$ cat config.mk
export PLATFORM = sky130hd
export DESIGN_NAME = fm_buf_reader
export DESIGN_NICKNAME = d
export VERILOG_FILES = /design/src/rtl/fm_buf_reader_pkg.sv /design/src/rtl/fm_buf_reader_out_fifo.sv /design/src/rtl/fm_buf_reader.sv
export SDC_FILE = /design/constraint.sdc
export NUM_CORES = 1
export LEC_CHECK = 0
export CORE_ASPECT_RATIO = 1.4
export CORE_UTILIZATION = 35
export DETAILED_ROUTE_END_ITERATION = 10
export GPL_TIMING_DRIVEN = 1
export HOLD_SLACK_MARGIN = 0.1
export SETUP_SLACK_MARGIN = 0.3
export SYNTH_ARGS = -nofsm -noshare
export SYNTH_HDL_FRONTEND = slang
export SYNTH_SLANG_ARGS = --single-unit
$ cat constraint.sdc
create_clock -name clk -period 4.85 [get_ports clk]
set_input_delay 0.97 -clock clk [delete_from_list [all_inputs] [get_ports clk]]
set_output_delay 0.97 -clock clk [all_outputs]
set_load 0.01 [all_outputs]
$ cat src/rtl/fm_buf_reader_pkg.sv
// Shared types for the feature-map buffer read path: token kinds, output beat
// record and the helpers that classify tokens and form beat data.
package fm_buf_reader_pkg;

   localparam int FM_BUF_DEPTH = 4096;

   typedef enum logic [1:0] {
      TOK_PAD = 2'd0,
      TOK_RD  = 2'd1,
      TOK_HI  = 2'd2
   } fm_tok_e;

   typedef struct packed {
      logic [7:0] data;
      logic       sol;
      logic       eoc;
      logic       last;
   } fm_beat_t;

   function automatic fm_tok_e tok_sel(input logic interior, input logic bit_mode, input logic odd);
      fm_tok_e t;
      if (!interior) begin
         t = TOK_PAD;
      end else if (bit_mode && odd) begin
         t = TOK_HI;
      end else begin
         t = TOK_RD;
      end
      return t;
   endfunction

   function automatic logic [7:0] beat_data(input fm_tok_e tok, input logic bit_mode,
                                            input logic [7:0] rd_byte, input logic [3:0] held_hi);
      logic [7:0] d;
      case (tok)
         TOK_RD:  d = bit_mode ? {4'h0, rd_byte[3:0]} : rd_byte;
         TOK_HI:  d = {4'h0, held_hi};
         default: d = 8'h00;
      endcase
      return d;
   endfunction

endpackage

$ cat src/rtl/fm_buf_reader_out_fifo.sv
// Small synchronous FIFO of output beats; the reader's credit check keeps it
// from ever being pushed while full.
module fm_out_fifo
   import fm_buf_reader_pkg::*;
#(
   parameter int DEPTH = 4,
   parameter int CW    = $clog2(DEPTH + 1)
) (
   input  logic          clk,
   input  logic          rst_n,
   input  logic          push,
   input  fm_beat_t      push_beat,
   input  logic          pop,
   output fm_beat_t      head,
   output logic [CW-1:0] count
);

   localparam int PW = (DEPTH > 1) ? $clog2(DEPTH) : 1;

   fm_beat_t        mem_r [DEPTH];
   logic [PW-1:0]   wr_ptr_r;
   logic [PW-1:0]   rd_ptr_r;
   logic [CW-1:0]   count_r;
   logic            push_ok_s;
   logic            pop_ok_s;

   assign pop_ok_s  = pop && (count_r != CW'(0));
   assign push_ok_s = push && ((count_r != CW'(DEPTH)) || pop_ok_s);
   assign head      = mem_r[rd_ptr_r];
   assign count     = count_r;

   // Storage, pointers and occupancy.
   always_ff @(posedge clk or negedge rst_n) begin
      if (!rst_n) begin
         for (int i = 0; i < DEPTH; i++) begin
            mem_r[i] <= '0;
         end
         wr_ptr_r <= PW'(0);
         rd_ptr_r <= PW'(0);
         count_r  <= CW'(0);
      end else begin
         if (push_ok_s) begin
            mem_r[wr_ptr_r] <= push_beat;
            wr_ptr_r <= (wr_ptr_r == PW'(DEPTH - 1)) ? PW'(0) : wr_ptr_r + PW'(1);
         end
         if (pop_ok_s) begin
            rd_ptr_r <= (rd_ptr_r == PW'(DEPTH - 1)) ? PW'(0) : rd_ptr_r + PW'(1);
         end
         case ({push_ok_s, pop_ok_s})
            2'b10:   count_r <= count_r + CW'(1);
            2'b01:   count_r <= count_r - CW'(1);
            default: count_r <= count_r;
         endcase
      end
   end

endmodule

$ cat src/rtl/fm_buf_reader.sv
// Read side of the feature-map buffer: walks a stored FM per job and streams
// one pixel per beat, adding a zero guard ring (3x3) and unpacking nibbles (4-bit).
module fm_buf_reader
   import fm_buf_reader_pkg::*;
#(
   parameter int ADDR_WIDTH = 12,
   parameter int FIFO_DEPTH = 4
) (
   input  logic                  clk,
   input  logic                  rst_n,
   input  logic                  valid,
   output logic                  ready,
   output logic                  finish,
   input  logic [7:0]            w_num_i,
   input  logic [7:0]            h_num_i,
   input  logic [7:0]            c_num_i,
   input  logic                  kernal_mode_i,
   input  logic                  bit_mode_i,
   input  logic [ADDR_WIDTH-1:0] base_addr_i,
   output logic                  fm_buf_rd_en_o,
   output logic [ADDR_WIDTH-1:0] fm_buf_rd_addr_o,
   input  logic [7:0]            fm_buf_data_i,
   output logic                  fm_valid_o,
   input  logic                  fm_ready_i,
   output logic [7:0]            fm_data_o,
   output logic                  fm_sol_o,
   output logic                  fm_eoc_o,
   output logic                  fm_last_o
);

   localparam int CW = $clog2(FIFO_DEPTH + 1);

   typedef enum logic [1:0] {S_IDLE, S_RUN, S_DRAIN, S_DONE} state_e;

   state_e                state_r;
   logic                  ready_r;
   logic                  finish_r;
   logic [7:0]            w_num_r;
   logic [7:0]            h_num_r;
   logic [7:0]            c_num_r;
   logic                  kmode_r;
   logic                  bmode_r;
   logic [8:0]            col_r;
   logic [8:0]            row_r;
   logic [7:0]            ch_r;
   logic [ADDR_WIDTH-1:0] nxt_addr_r;
   logic                  rd_en_r;
   logic [ADDR_WIDTH-1:0] rd_addr_r;
   logic                  a_valid_r, a_sol_r, a_eoc_r, a_last_r;
   fm_tok_e               a_tok_r;
   logic                  b_valid_r, b_sol_r, b_eoc_r, b_last_r;
   fm_tok_e               b_tok_r;
   logic [3:0]            held_hi_r;

   logic [8:0]            col_last_s;
   logic [8:0]            row_last_s;
   logic                  interior_s;
   logic                  odd_s;
   fm_tok_e               tok_s;
   logic                  sol_s, eoc_s, last_s;
   logic [1:0]            inflight_s;
   logic [CW-1:0]         fifo_count_s;
   logic                  issue_s;
   logic                  pop_s;
   fm_beat_t              push_beat_s;
   fm_beat_t              head_s;

   // Position classification in the (optionally padded) scan space.
   assign col_last_s = kmode_r ? ({1'b0, w_num_r} + 9'd2) : {1'b0, w_num_r};
   assign row_last_s = kmode_r ? ({1'b0, h_num_r} + 9'd2) : {1'b0, h_num_r};
   assign interior_s = !kmode_r || ((col_r != 9'd0) && (col_r != col_last_s) &&
                                    (row_r != 9'd0) && (row_r != row_last_s));
   assign odd_s      = kmode_r ? ~col_r[0] : col_r[0];
   assign tok_s      = tok_sel(interior_s, bmode_r, odd_s);
   assign sol_s      = (col_r == 9'd0);
   assign eoc_s      = (col_r == col_last_s) && (row_r == row_last_s);
   assign last_s     = eoc_s && (ch_r == c_num_r);

   // Tokens already issued but not yet in the FIFO hold a credit each.
   assign inflight_s = {1'b0, a_valid_r} + {1'b0, b_valid_r};
   assign issue_s    = (state_r == S_RUN) &&
                       (({1'b0, fifo_count_s} + {{(CW - 1){1'b0}}, inflight_s}) < (CW + 1)'(FIFO_DEPTH));

   assign push_beat_s = '{data: beat_data(b_tok_r, bmode_r, fm_buf_data_i, held_hi_r),
                          sol: b_sol_r, eoc: b_eoc_r, last: b_last_r};

   assign fm_valid_o       = (fifo_count_s != CW'(0));
   assign pop_s            = fm_valid_o && fm_ready_i;
   assign fm_data_o        = head_s.data;
   assign fm_sol_o         = head_s.sol;
   assign fm_eoc_o         = head_s.eoc;
   assign fm_last_o        = head_s.last;
   assign ready            = ready_r;
   assign finish           = finish_r;
   assign fm_buf_rd_en_o   = rd_en_r;
   assign fm_buf_rd_addr_o = rd_addr_r;

   fm_out_fifo #(.DEPTH(FIFO_DEPTH), .CW(CW)) u_fifo (
      .clk       (clk),
      .rst_n     (rst_n),
      .push      (b_valid_r),
      .push_beat (push_beat_s),
      .pop       (pop_s),
      .head      (head_s),
      .count     (fifo_count_s)
   );

   // Job FSM, scan counters, read strobe and the two-stage token pipeline.
   always_ff @(posedge clk or negedge rst_n) begin
      if (!rst_n) begin
         state_r    <= S_IDLE;
         ready_r    <= 1'b1;
         finish_r   <= 1'b0;
         w_num_r    <= 8'd0;
         h_num_r    <= 8'd0;
         c_num_r    <= 8'd0;
         kmode_r    <= 1'b0;
         bmode_r    <= 1'b0;
         col_r      <= 9'd0;
         row_r      <= 9'd0;
         ch_r       <= 8'd0;
         nxt_addr_r <= '0;
         rd_en_r    <= 1'b0;
         rd_addr_r  <= '0;
         a_valid_r  <= 1'b0;
         a_tok_r    <= TOK_PAD;
         a_sol_r    <= 1'b0;
         a_eoc_r    <= 1'b0;
         a_last_r   <= 1'b0;
         b_valid_r  <= 1'b0;
         b_tok_r    <= TOK_PAD;
         b_sol_r    <= 1'b0;
         b_eoc_r    <= 1'b0;
         b_last_r   <= 1'b0;
         held_hi_r  <= 4'h0;
      end else begin
         finish_r <= 1'b0;
         case (state_r)
            S_IDLE: begin
               if (valid && ready_r) begin
                  w_num_r    <= w_num_i;
                  h_num_r    <= h_num_i;
                  c_num_r    <= c_num_i;
                  kmode_r    <= kernal_mode_i;
                  bmode_r    <= bit_mode_i;
                  col_r      <= 9'd0;
                  row_r      <= 9'd0;
                  ch_r       <= 8'd0;
                  nxt_addr_r <= base_addr_i;
                  ready_r    <= 1'b0;
                  state_r    <= S_RUN;
               end else begin
                  state_r <= S_IDLE;
               end
            end
            S_RUN: begin
               if (issue_s && last_s) begin
                  state_r <= S_DRAIN;
               end else begin
                  state_r <= S_RUN;
               end
            end
            S_DRAIN: begin
               if (pop_s && head_s.last) begin
                  finish_r <= 1'b1;
                  state_r  <= S_DONE;
               end else begin
                  state_r <= S_DRAIN;
               end
            end
            S_DONE: begin
               ready_r <= 1'b1;
               state_r <= S_IDLE;
            end
            default: state_r <= S_IDLE;
         endcase

         if (issue_s) begin
            if (col_r == col_last_s) begin
               col_r <= 9'd0;
               if (row_r == row_last_s) begin
                  row_r <= 9'd0;
                  ch_r  <= ch_r + 8'd1;
               end else begin
                  row_r <= row_r + 9'd1;
               end
            end else begin
               col_r <= col_r + 9'd1;
            end
         end

         rd_en_r <= issue_s && (tok_s == TOK_RD);
         if (issue_s && (tok_s == TOK_RD)) begin
            rd_addr_r  <= nxt_addr_r;
            nxt_addr_r <= nxt_addr_r + ADDR_WIDTH'(1);
         end

         a_valid_r <= issue_s;
         a_tok_r   <= tok_s;
         a_sol_r   <= sol_s;
         a_eoc_r   <= eoc_s;
         a_last_r  <= last_s;
         b_valid_r <= a_valid_r;
         b_tok_r   <= a_tok_r;
         b_sol_r   <= a_sol_r;
         b_eoc_r   <= a_eoc_r;
         b_last_r  <= a_last_r;
         // The high nibble waits here for the HI token that follows its byte.
         if (b_valid_r && (b_tok_r == TOK_RD)) begin
            held_hi_r <= fm_buf_data_i[7:4];
         end
      end
   end

endmodule

==> results of run 1 <==
[routing by layer]
metal  GRT usage, %  wire length, µm  up-vias
met5              0                0        -
met4           4.40              189        0
met3           3.51              574       16
met2           25.7             7450      105
met1           19.7             7010     2487
li1               -                -     2496
[how the worst min path moves through the flow]
stage                     cells past startpoint        to
after floorplan                               0   b_eoc_r
after global placement                        0   b_sol_r
after detailed placement                      0  b_last_r
after CTS                                     0  b_last_r
after global routing                          0   b_eoc_r
final                                         0   b_eoc_r
[cell usage in the layout, fill, tap and decap left out, types with 11 or more instances in the layout]
cell type	count
sky130_fd_sc_hd__ha_1	16
sky130_fd_sc_hd__mux2i_1	12
sky130_fd_sc_hd__o21ai_0	45
sky130_fd_sc_hd__and3_1	19
sky130_fd_sc_hd__nor2_1	24
sky130_fd_sc_hd__nand3_1	20
sky130_fd_sc_hd__mux2_2	52
sky130_fd_sc_hd__nand2_1	134
sky130_fd_sc_hd__clkbuf_16	17
sky130_fd_sc_hd__xnor2_1	17
sky130_fd_sc_hd__inv_1	23
sky130_fd_sc_hd__xor2_1	21
sky130_fd_sc_hd__clkdlybuf4s50_1	75
sky130_fd_sc_hd__mux4_2	11
sky130_fd_sc_hd__dfrtp_1	147
sky130_fd_sc_hd__a21oi_1	11
[power by group through the flow]
| stage | registers [mW] | logic [mW] | clock network [mW] |
|---|---|---|---|
| after floorplan | 1.78 | 1.10 | 0 |
| after global placement | 1.91 | 1.48 | 0 |
| after detailed placement | 1.92 | 1.51 | 0 |
| after CTS | 1.90 | 1.51 | 1.28 |
| after global routing | 1.95 | 1.66 | 1.32 |
| final | 1.89 | 1.49 | 1.24 |
[synth_stat cells, drive strengths merged, types with 12 or more instances]
cell type	number	area, µm²
nor2	24	90.1
mux2i	12	120
xnor2	17	149
o21ai	46	230
buf	13	63.8
ha	16	200
dfrtp	147	3680
inv	23	86.3
mux2	54	608
nand3	20	100
clkbuf	15	56.3
xor2	21	184
nand2	134	503
and3	19	119
[final cells by class]
class,count,area [µm²]
fill,1928,11200
inverter,24,90.1
timing repair buffer,81,800
sequential,148,3700
tap,252,315
multi-input combinational,467,3300
clock inverter,14,118
clock buffer,18,439
[per-stage QoR]
step / power, mW / std cells / hold WS (ns) / setup WS (ns) / instance area (µm²)
floorplan: 2.88 / 667 / 0.331 / 2.09 / 7210
global placement: 3.39 / 972 / 0.334 / 1.36 / 8210
detailed placement: 3.43 / 972 / 0.336 / 1.30 / 8210
CTS: 4.69 / 1004 / 0.349 / 1.31 / 8760
global route: 4.93 / 1004 / 0.368 / 0.872 / 8760
finish: 4.62 / 1004 / 0.349 / 1.30 / 8760
[cell families after synthesis]
kind of cell / after synthesis
simple gates: 239
xor+xnor: 38
fa+ha+maj: 17
compound gates: 96
flops: 148
buf+inv: 52
mux: 77
[worst max-delay path, delay by kind of cell (launching register included)]
kind            cells  cell delay (ns)
compound gates      5             1.33
flops               1             0.78
simple gates        2             0.59
buf+inv             1             0.41
mux                 1             0.37
[flip-flops by register name (all words and copies together), names as in the netlist, 4 cells and up, named ones only]
register          flops
row_r                 9
nxt_addr_r           12
fm_buf_rd_addr_o     12
u_fifo.mem_r         44
w_num_r               8
col_r                 9
c_num_r               8
h_num_r               8
ch_r                  8
held_hi_r             4
==> summary.md, run 1 <==
| Metric | Value |
|---|---|
| Number of synthesized register bits | `148` |
| Clock network fraction of design power | `26.8%` |
| Worst Setup EP | `nxt_addr_r[7]` |
| Cells on worst reg2reg path | `9` |
| Half-perimeter wire length of the detailed placement result | `10.3 mm` |
| Total standard cell area after synthesis | `7210 µm²` |
| Setup repair after global routing missed its margin | `false` |
| Proportion of register bits with asynchronous set or reset after synthesis | `100%` |
| Worst setup path category | `flop to flop` |
| Max IR drop VDD | `0.303 mV` |
| Lkg Pwr | `3.98 nW` |
| Height of the chip | `172 µm` |
| Required time at the worst-slack endpoint | `5.20 ns` |
| Weighted congestion at the end of routability-driven global placement | `0.768` |
| Via count of the first global-routing pass | `5,049` |
| Overall Global Routing Usage | `15.4%` |
| I/O pin cnt | `77` |
| Minimum clock period | `3.55 ns` |
| Routed Antenna Nets | `0` |
| Detailed Route Iter0 Violations | `207` |
| Via/cell ratio | `5.08` |
| Length of the first detailed-routing pass in iterations | `4` |
| Sequential cell fraction of total power | `41.0%` |
| FMAX | `282 MHz` |
| Worst path slowest cell | `sky130_fd_sc_hd__dfrtp_1` |
| CTS HTree Levels | `4` |
| WP data arrival | `3.90 ns` |
| Net Switching | `1.54 mW` |
| Number of antenna cells inserted | `0` |
| Clock edge transition at the registers on the reported setup and hold paths | `0.07 ns` |
| Distinct cell type count after synthesis | `53` |
| Min-Delay Startpoint | `a_eoc_r` |
| Num rows | `61` |
| Final Skew | `0.0144 ns` |
| Sequential area share after synthesis | `51.4%` |
| Residual DRC count | `0` |
| Hold buffer count at CTS | `0` |
| TritonCTS clock tree | `yes` |
| Resized cells post-CTS | `0` |
| Mux share of post-synthesis cell area | `13.5%` |
| Post-CTS repair timing setup buffer count | `0` |
| Startpoint kind of the worst setup timing path | `flop` |
| Largest family of logic cells by synthesized area | `simple AND/OR/NAND/NOR gates` |
| Register-to-register setup slack | `1.30 ns` |
| Global-route wire length before repair | `25.3 mm` |
| Cell Chain, Critical Path | `nand3_1 -> o21a_1 -> o21ai_0 -> and3_1 -> o2111ai_2 -> a221oi_4 -> buf_4 -> mux2_2 -> o21ai_0` |
| Largest fanout of any net on the critical path | `26` |
| Leftover overflow at the end of global routing | `0` |
| Number of CTS-inserted buffers | `17` |
| Fraction of the mapped netlist area in compound gates | `8.98%` |
| Outcome | `completed` |
| Maximum buffer depth of the clock tree | `2` |
| Net switching share of the total power | `33.3%` |
| Final-layout setup total negative slack | `0 ns` |
| Core Box Area | `20,000 µm²` |
| Combinational power share | `32.3%` |
| Routed WL per cell | `15.2 µm` |
| Endpoint of the lowest-slack register-to-register path | `nxt_addr_r[7]` |
| XOR/XNOR Fraction of Synth Area | `4.62%` |
| Syn nets | `734` |
| Number of vias after detailed routing | `5,104` |
| Prevailing post-synth register cell | `sky130_fd_sc_hd__dfrtp_1` |
| Layout cell share with drive strength beyond 1 | `14.4%` |
| Max_cap viols | `0` |
| Initial core utilization | `36.0%` |
| Synth Area in Adders | `3.06%` |
| Worst hold path class | `flop to flop` |
| Mapped Cells | `667` |
| Final Cycle Share | `73.2%` |
| Total routed wirelength | `15.2 mm` |
| Largest net degree at the start of global routing | `109` |
| Total internal power | `3.08 mW` |
| Transition time at the pin with the least slew margin | `0.993 ns` |
| Input/output buffers | `76` |
| Layout overhead on the synthesized area | `21.6%` |
| Worst r2r src | `kmode_r` |
| Root buffer selected by CTS | `sky130_fd_sc_hd__clkbuf_16` |
| Number of pins with negative max-slew slack in the final report | `0` |
| Post-synth EDFFs | `0` |
| Utilization after layout | `43.8%` |
| Timing startpoint of the critical path | `kmode_r` |
| Per-instance average area after synthesis | `10.8 µm²` |
| Clock insertion delay at the later pin of the skew report | `0.43 ns` |
| Die Wd | `123 µm` |
| Syn. warnings | `0` |
| Synthesized-area fraction occupied by and/or/nand/nor cells | `15.5%` |
| Maximum single-stage delay on the critical path | `0.78 ns` |
| Net count, final | `806` |
| Total die area | `21,200 µm²` |
| Final setup violating endpoints | `0` |
| Antenna violations before repair | `0` |
| Worst Setup End Kind | `flop` |
| CP dominant cell by count | `sky130_fd_sc_hd__o21ai_0` |
| Fin. Hold Viols | `0` |
| PwrDens | `528 nW/µm²` |
| Headroom to the max-slew limit | `33.8%` |
| CTS Sinks | `148` |
No activity file was read; power rests on OpenSTA's default activity.
==> run 2: changes to the inputs <==
Clock period 4.85 ns to 3 ns, I/O delays scaled along.
==> run 2 against run 1 <==
  * Clock power up 91%
  * Non-clock buffer count increased by 42
  * Total power is 81% higher
  * Routed wire length rose by 7.3%
  * Hold slack worse by 0.19 ns
  * Flip-flop and latch count is the same
  * Cell count up 4.2%
  * Count of clock-buffer cells in the layout down 1
  * Utilization grew 3.1 points
==> summary.md, run 2 (synthesis results as in run 1) <==
| Metric | Value |
|---|---|
| Number of antenna cells inserted | `0` |
| Input/output buffers | `76` |
| Net count, final | `848` |
| Total routed wirelength | `16.3 mm` |
| Startpoint kind of the worst setup timing path | `flop` |
| Minimum clock period | `2.73 ns` |
| Placed cell count | `995` |
| Headroom to the max-slew limit | `59.3%` |
| Total die area | `21,200 µm²` |
| Maximum buffer depth of the clock tree | `2` |
| Worst hold path class | `primary input to asynchronous set/reset pin` |
| Fin. Hold Viols | `0` |
| CTS HTree Levels | `4` |
| Number of pins with negative max-slew slack in the final report | `0` |
| TritonCTS clock tree | `yes` |
| Routed Antenna Nets | `0` |
| Cell Chain, Critical Path | `ha_2 -> nand3_2 -> or3_1 -> a22o_1 -> or4_4 -> o2111ai_4 -> a221oi_4 -> buf_12 -> mux2_4 -> a221o_1` |
| Leftover overflow at the end of global routing | `0` |
| Cells on worst reg2reg path | `10` |
| Total Power Consumption | `8.38 mW` |
| Hold buffer count at CTS | `0` |
| Multi-input gate area in the final layout | `3410 µm²` |
| Commonest non-fill, non-tap cells in the layout | `144 x sky130_fd_sc_hd__dfrtp_1, 134 x sky130_fd_sc_hd__nand2_1, 73 x sky130_fd_sc_hd__clkdlybuf4s50_1` |
| Height of the chip | `172 µm` |
| Largest fanout of any net on the critical path | `8` |
| Worst Hold Slack | `0.154 ns` |
| Number of CTS-inserted buffers | `17` |
| I/O pin cnt | `77` |
| Outcome | `completed` |
| CTS Sinks | `148` |
| Global-route wire length before repair | `27.0 mm` |
| Dpl cell area | `8420 µm²` |
| Final setup violating endpoints | `0` |
| Utilization after layout | `46.9%` |
| Detailed Route Iter0 Violations | `276` |
| Initial core utilization | `36.0%` |
| Weighted congestion at the end of routability-driven global placement | `0.797` |
| Length of the first detailed-routing pass in iterations | `4` |
| Final Instance Area | `9380 µm²` |
| Max_cap viols | `0` |
| Overall Global Routing Usage | `16.7%` |
| Final Skew | `0.00884 ns` |
| Die Wd | `123 µm` |
| Worst Setup End Kind | `flop` |
| Setup repair after global routing missed its margin | `true` |
| Via/cell ratio | `4.98` |
| Required time at the worst-slack endpoint | `3.30 ns` |
| Top register by number of flip-flops | `u_fifo.mem_r` |
| FMAX | `367 MHz` |
| Flip-flop count of the largest register after layout | `44` |
| Final-layout setup total negative slack | `0 ns` |
| Antenna violations before repair | `0` |
| Residual DRC count | `0` |
| Worst setup path category | `flop to flop` |
| PwrDens | `893 nW/µm²` |
| Core Box Area | `20,000 µm²` |
| Max IR drop VDD | `0.493 mV` |
| FILL cells | `1,857` |
| Layout overhead on the synthesized area | `30.2%` |
| Maximum single-stage delay on the critical path | `0.45 ns` |
| Sequential Area | `3710 µm²` |
| Largest net degree at the start of global routing | `64` |
| Worst Setup Slack, final | `0.274 ns` |
| Lkg Pwr | `4.33 nW` |
| Most common cell after layout, fill and taps aside | `sky130_fd_sc_hd__dfrtp_1` |
| Worst path slowest cell | `sky130_fd_sc_hd__or4_4` |
| Clock insertion delay at the later pin of the skew report | `0.43 ns` |
| Num rows | `61` |
| Final non-filler cell total | `1,046` |
| Routed WL per cell | `15.6 µm` |
| Number of vias after detailed routing | `5,207` |
| Half-perimeter wire length of the detailed placement result | `11.2 mm` |
| Via count of the first global-routing pass | `5,275` |
| Final Cycle Share | `90.9%` |
| Transition time at the pin with the least slew margin | `0.610 ns` |
| Layout cell share with drive strength beyond 1 | `21.7%` |
| WP data arrival | `3.03 ns` |
| Pre-CTS setup slack | `0.0995 ns` |
| Root buffer selected by CTS | `sky130_fd_sc_hd__clkbuf_16` |
| Clock edge transition at the registers on the reported setup and hold paths | `0.06 ns` |
run 2: cell count changes in the layout (fill, tap and decap cells not counted), sizes merged:
cell	before	now
clkinvlp	3	2
dlygate4sd2	0	1
bufinv	0	5
clkinv	6	5
inv	29	27
dlymetal6s2s	0	1
buf	6	47
clkdlybuf4s50	75	73
run 2: critical path: cells and delay by family, from the launching register on:
kind	cells	cell delay, ns
AOI/OAI and AO/OA	4	0.76
adders and majority gates	1	0.21
buffers and inverters	1	0.16
DFF	1	0.38
muxes	1	0.29
and+or+nand+nor	3	0.81
run 2: layout make-up:
| type | count | share of cell area [%] |
|---|---|---|
| Multi-Input combinational cell | 467 | 36.3 |
| Clock buffer | 17 | 4.53 |
| Sequential cell | 148 | 39.5 |
| Tap cell | 252 | 3.36 |
| Timing Repair Buffer | 123 | 12.9 |
| Clock inverter | 15 | 2.41 |
| Inverter | 24 | 0.960 |
run 2: path summary, 6_finish.rpt:
path | startpoint | to | slack, ns
worst max-delay path | h_num_r[2] | nxt_addr_r[10] | 0.27
worst min-delay path | rst_n | c_num_r[0] | 0.15
worst max register to register | h_num_r[2] | nxt_addr_r[10] | 0.27
worst min register to register | a_last_r | b_last_r | 0.35
max in group asynchronous | rst_n | kmode_r | 2.06
min in group clk | a_last_r | b_last_r | 0.35
run 2: per-layer routing:
metal	vias to the layer above	part of all wire [%]	GRT usage, %
li1	2567	-	-
met1	2513	44	20.3
met2	107	51	28.5
met3	20	3.6	4.08
met4	0	1.5	5.66
met5	-	0	0
run 2: timing repair:
| action | CTS | global route |
|---|---|---|
| gates resized for setup | 16 | 25 |
| pin swaps | 7 | 11 |
| setup endpoints to repair | 40 | 45 |
| hold endpoints to repair | 0 | 0 |
| gates cloned | 1 | 1 |
| setup buffers | 12 | 5 |
run 2: power breakdown:
| part | internal (mW) | leakage [nW] | switching, mW |
|---|---|---|---|
| combinational | 1.72 | 2.19 | 1.28 |
| sequential | 2.55 | 1.82 | 0.452 |
| clock | 1.49 | 0.316 | 0.888 |
| total | 5.76 | 4.33 | 2.62 |
==> run 3: changes to the inputs <==
Settings changed: CORE_UTILIZATION 35 to 47, PLACE_DENSITY set to 0.71.
==> run 3 against run 2 <==
  * Critical path depth increased by 1
  * Via count increased by 4.7%
  * Register-to-register slack got worse by 0.03 ns
  * First-iteration DRC count increased by 18%
  * Hold slack got worse by 0.039 ns
  * Largest power group unchanged
  * Total power decreased by 3.7%
  * Sequential power about the same
  * Cell count decreased by 5.8%
  * Clock skew about the same
  * Combinational power decreased by 6.7%
  * Utilization increased by 15 points
==> summary.md, run 3 (synthesis results as in run 1) <==
| Metric | Value |
|---|---|
| Outcome | `completed` |
| Top register by number of flip-flops | `u_fifo.mem_r` |
| Half-perimeter wire length of the detailed placement result | `11.2 mm` |
| Layout overhead on the synthesized area | `28.1%` |
| Length of the first detailed-routing pass in iterations | `5` |
| Worst Setup End Kind | `flop` |
| Fin. Hold Viols | `0` |
| Num rows | `53` |
| Total die area | `15,800 µm²` |
| Die Wd | `107 µm` |
| Clock insertion delay at the later pin of the skew report | `0.42 ns` |
| Flip-flop count of the largest register after layout | `44` |
| Weighted congestion at the end of routability-driven global placement | `0.892` |
| Number of antenna cells inserted | `0` |
| Max IR drop VDD | `0.477 mV` |
| Final setup violating endpoints | `0` |
| Leftover overflow at the end of global routing | `0` |
| Final Skew | `0.00932 ns` |
| Root buffer selected by CTS | `sky130_fd_sc_hd__clkbuf_16` |
| Hold buffer count at CTS | `0` |
| Largest net degree at the start of global routing | `75` |
| Most common cell after layout, fill and taps aside | `sky130_fd_sc_hd__dfrtp_1` |
| Antenna violations before repair | `0` |
| Headroom to the max-slew limit | `64.1%` |
| Transition time at the pin with the least slew margin | `0.536 ns` |
| FMAX | `363 MHz` |
| Via/cell ratio | `5.54` |
| Required time at the worst-slack endpoint | `3.29 ns` |
| Overall Global Routing Usage | `22.1%` |
| Number of pins with negative max-slew slack in the final report | `0` |
| Residual DRC count | `0` |
| FILL cells | `1,207` |
| Core Box Area | `15,000 µm²` |
| Initial core utilization | `48.1%` |
| Final-layout setup total negative slack | `0 ns` |
| Clock edge transition at the registers on the reported setup and hold paths | `0.06 ns` |
| CTS HTree Levels | `4` |
| Input/output buffers | `76` |
| Global-route wire length before repair | `27.2 mm` |
| Minimum clock period | `2.76 ns` |
| Number of vias after detailed routing | `5,453` |
| Worst hold path class | `primary input to asynchronous set/reset pin` |
| Final Cycle Share | `91.9%` |
| Detailed Route Iter0 Violations | `325` |
| Total routed wirelength | `16.4 mm` |
| Maximum buffer depth of the clock tree | `2` |
| Startpoint kind of the worst setup timing path | `flop` |
| Max_cap viols | `0` |
| CTS Sinks | `148` |
| I/O pin cnt | `77` |
| Layout cell share with drive strength beyond 1 | `21.4%` |
| Lkg Pwr | `4.26 nW` |
| Routed Antenna Nets | `0` |
| Number of CTS-inserted buffers | `17` |
| Total Power Consumption | `8.07 mW` |
| Via count of the first global-routing pass | `5,672` |
| Largest fanout of any net on the critical path | `5` |
| Routed WL per cell | `16.6 µm` |
| Commonest non-fill, non-tap cells in the layout | `143 x sky130_fd_sc_hd__dfrtp_1, 132 x sky130_fd_sc_hd__nand2_1, 75 x sky130_fd_sc_hd__clkdlybuf4s50_1` |
| TritonCTS clock tree | `yes` |
| Net count, final | `847` |
| WP data arrival | `3.05 ns` |
| PwrDens | `874 nW/µm²` |
| Setup repair after global routing missed its margin | `true` |
| Height of the chip | `149 µm` |
| Worst setup path category | `flop to flop` |
run 3: worst paths after layout:
check                           slack, ns                to        from  cells past startpoint
worst max-delay path                 0.24           ch_r[4]  w_num_r[1]                     11
worst min register to register       0.34           b_sol_r     a_sol_r                      0
min in group clk                     0.34           b_sol_r     a_sol_r                      0
max in group asynchronous            2.12             ready       rst_n                      2
worst max register to register       0.24           ch_r[4]  w_num_r[1]                     11
worst min-delay path                 0.11  u_fifo.mem_r[23]       rst_n                      1
run 3: routing by layer:
metal | part of all wire (%) | vias to the layer above | track usage, %
met1 | 40 | 2718 | 25.3
li1 | - | 2563 | -
met5 | 0 | - | 0
met4 | 3.2 | 0 | 10.9
met2 | 54 | 137 | 39.4
met3 | 2.9 | 35 | 3.86
run 3: metrics by stage:
stage	setup slack, ns	cell area, µm²	std cells	hold WS [ns]	utilization, %
global placement	0.156	8280	926	0.336	55.3
CTS	0.302	9140	982	0.119	61.0
global route	0.131	9230	985	0.142	61.6
finish	0.243	9230	985	0.115	61.6
floorplan	0.301	7230	667	0.304	-
detailed placement	0.0730	8280	926	0.336	55.3
run 3: cell type report:
cell class                      instances  area (µm²)  area share [%]
Sequential cell                       148        3710            40.2
Multi-Input combinational cell        467        3390            36.7
Timing Repair Buffer                  122        1170            12.7
Clock buffer                           21         450            4.88
Tap cell                              192         240            2.60
Clock inverter                         11         176            1.91
Inverter                               24        90.1           0.976
run 3: repair_timing:
item / CTS / global route
setup endpoints to repair: 49 / 42
cloned: 1 / 0
buffers inserted: 23 / 3
pin swaps: 3 / 6
resized for setup: 15 / 25
run 3: where the power goes:
part	total (mW)	internal (mW)	switching, mW	leakage (nW)
sequential	3.03	2.55	0.479	1.82
combinational	2.80	1.57	1.24	2.15
clock	2.23	1.42	0.816	0.290
total	8.07	5.54	2.53	4.26
run 3: critical path, cell delays in order, from the launching register on:
cell and delay (ns):
sky130_fd_sc_hd__dfrtp_2 0.44, sky130_fd_sc_hd__ha_2 0.22, sky130_fd_sc_hd__and3b_1 0.16, sky130_fd_sc_hd__or3_1 0.33
sky130_fd_sc_hd__a21oi_2 0.15, sky130_fd_sc_hd__o2111ai_2 0.18, sky130_fd_sc_hd__buf_4 0.20, sky130_fd_sc_hd__nor4_4 0.39
sky130_fd_sc_hd__buf_4 0.21, sky130_fd_sc_hd__nand2_4 0.06, sky130_fd_sc_hd__o211ai_1 0.17, sky130_fd_sc_hd__o31ai_1 0.10
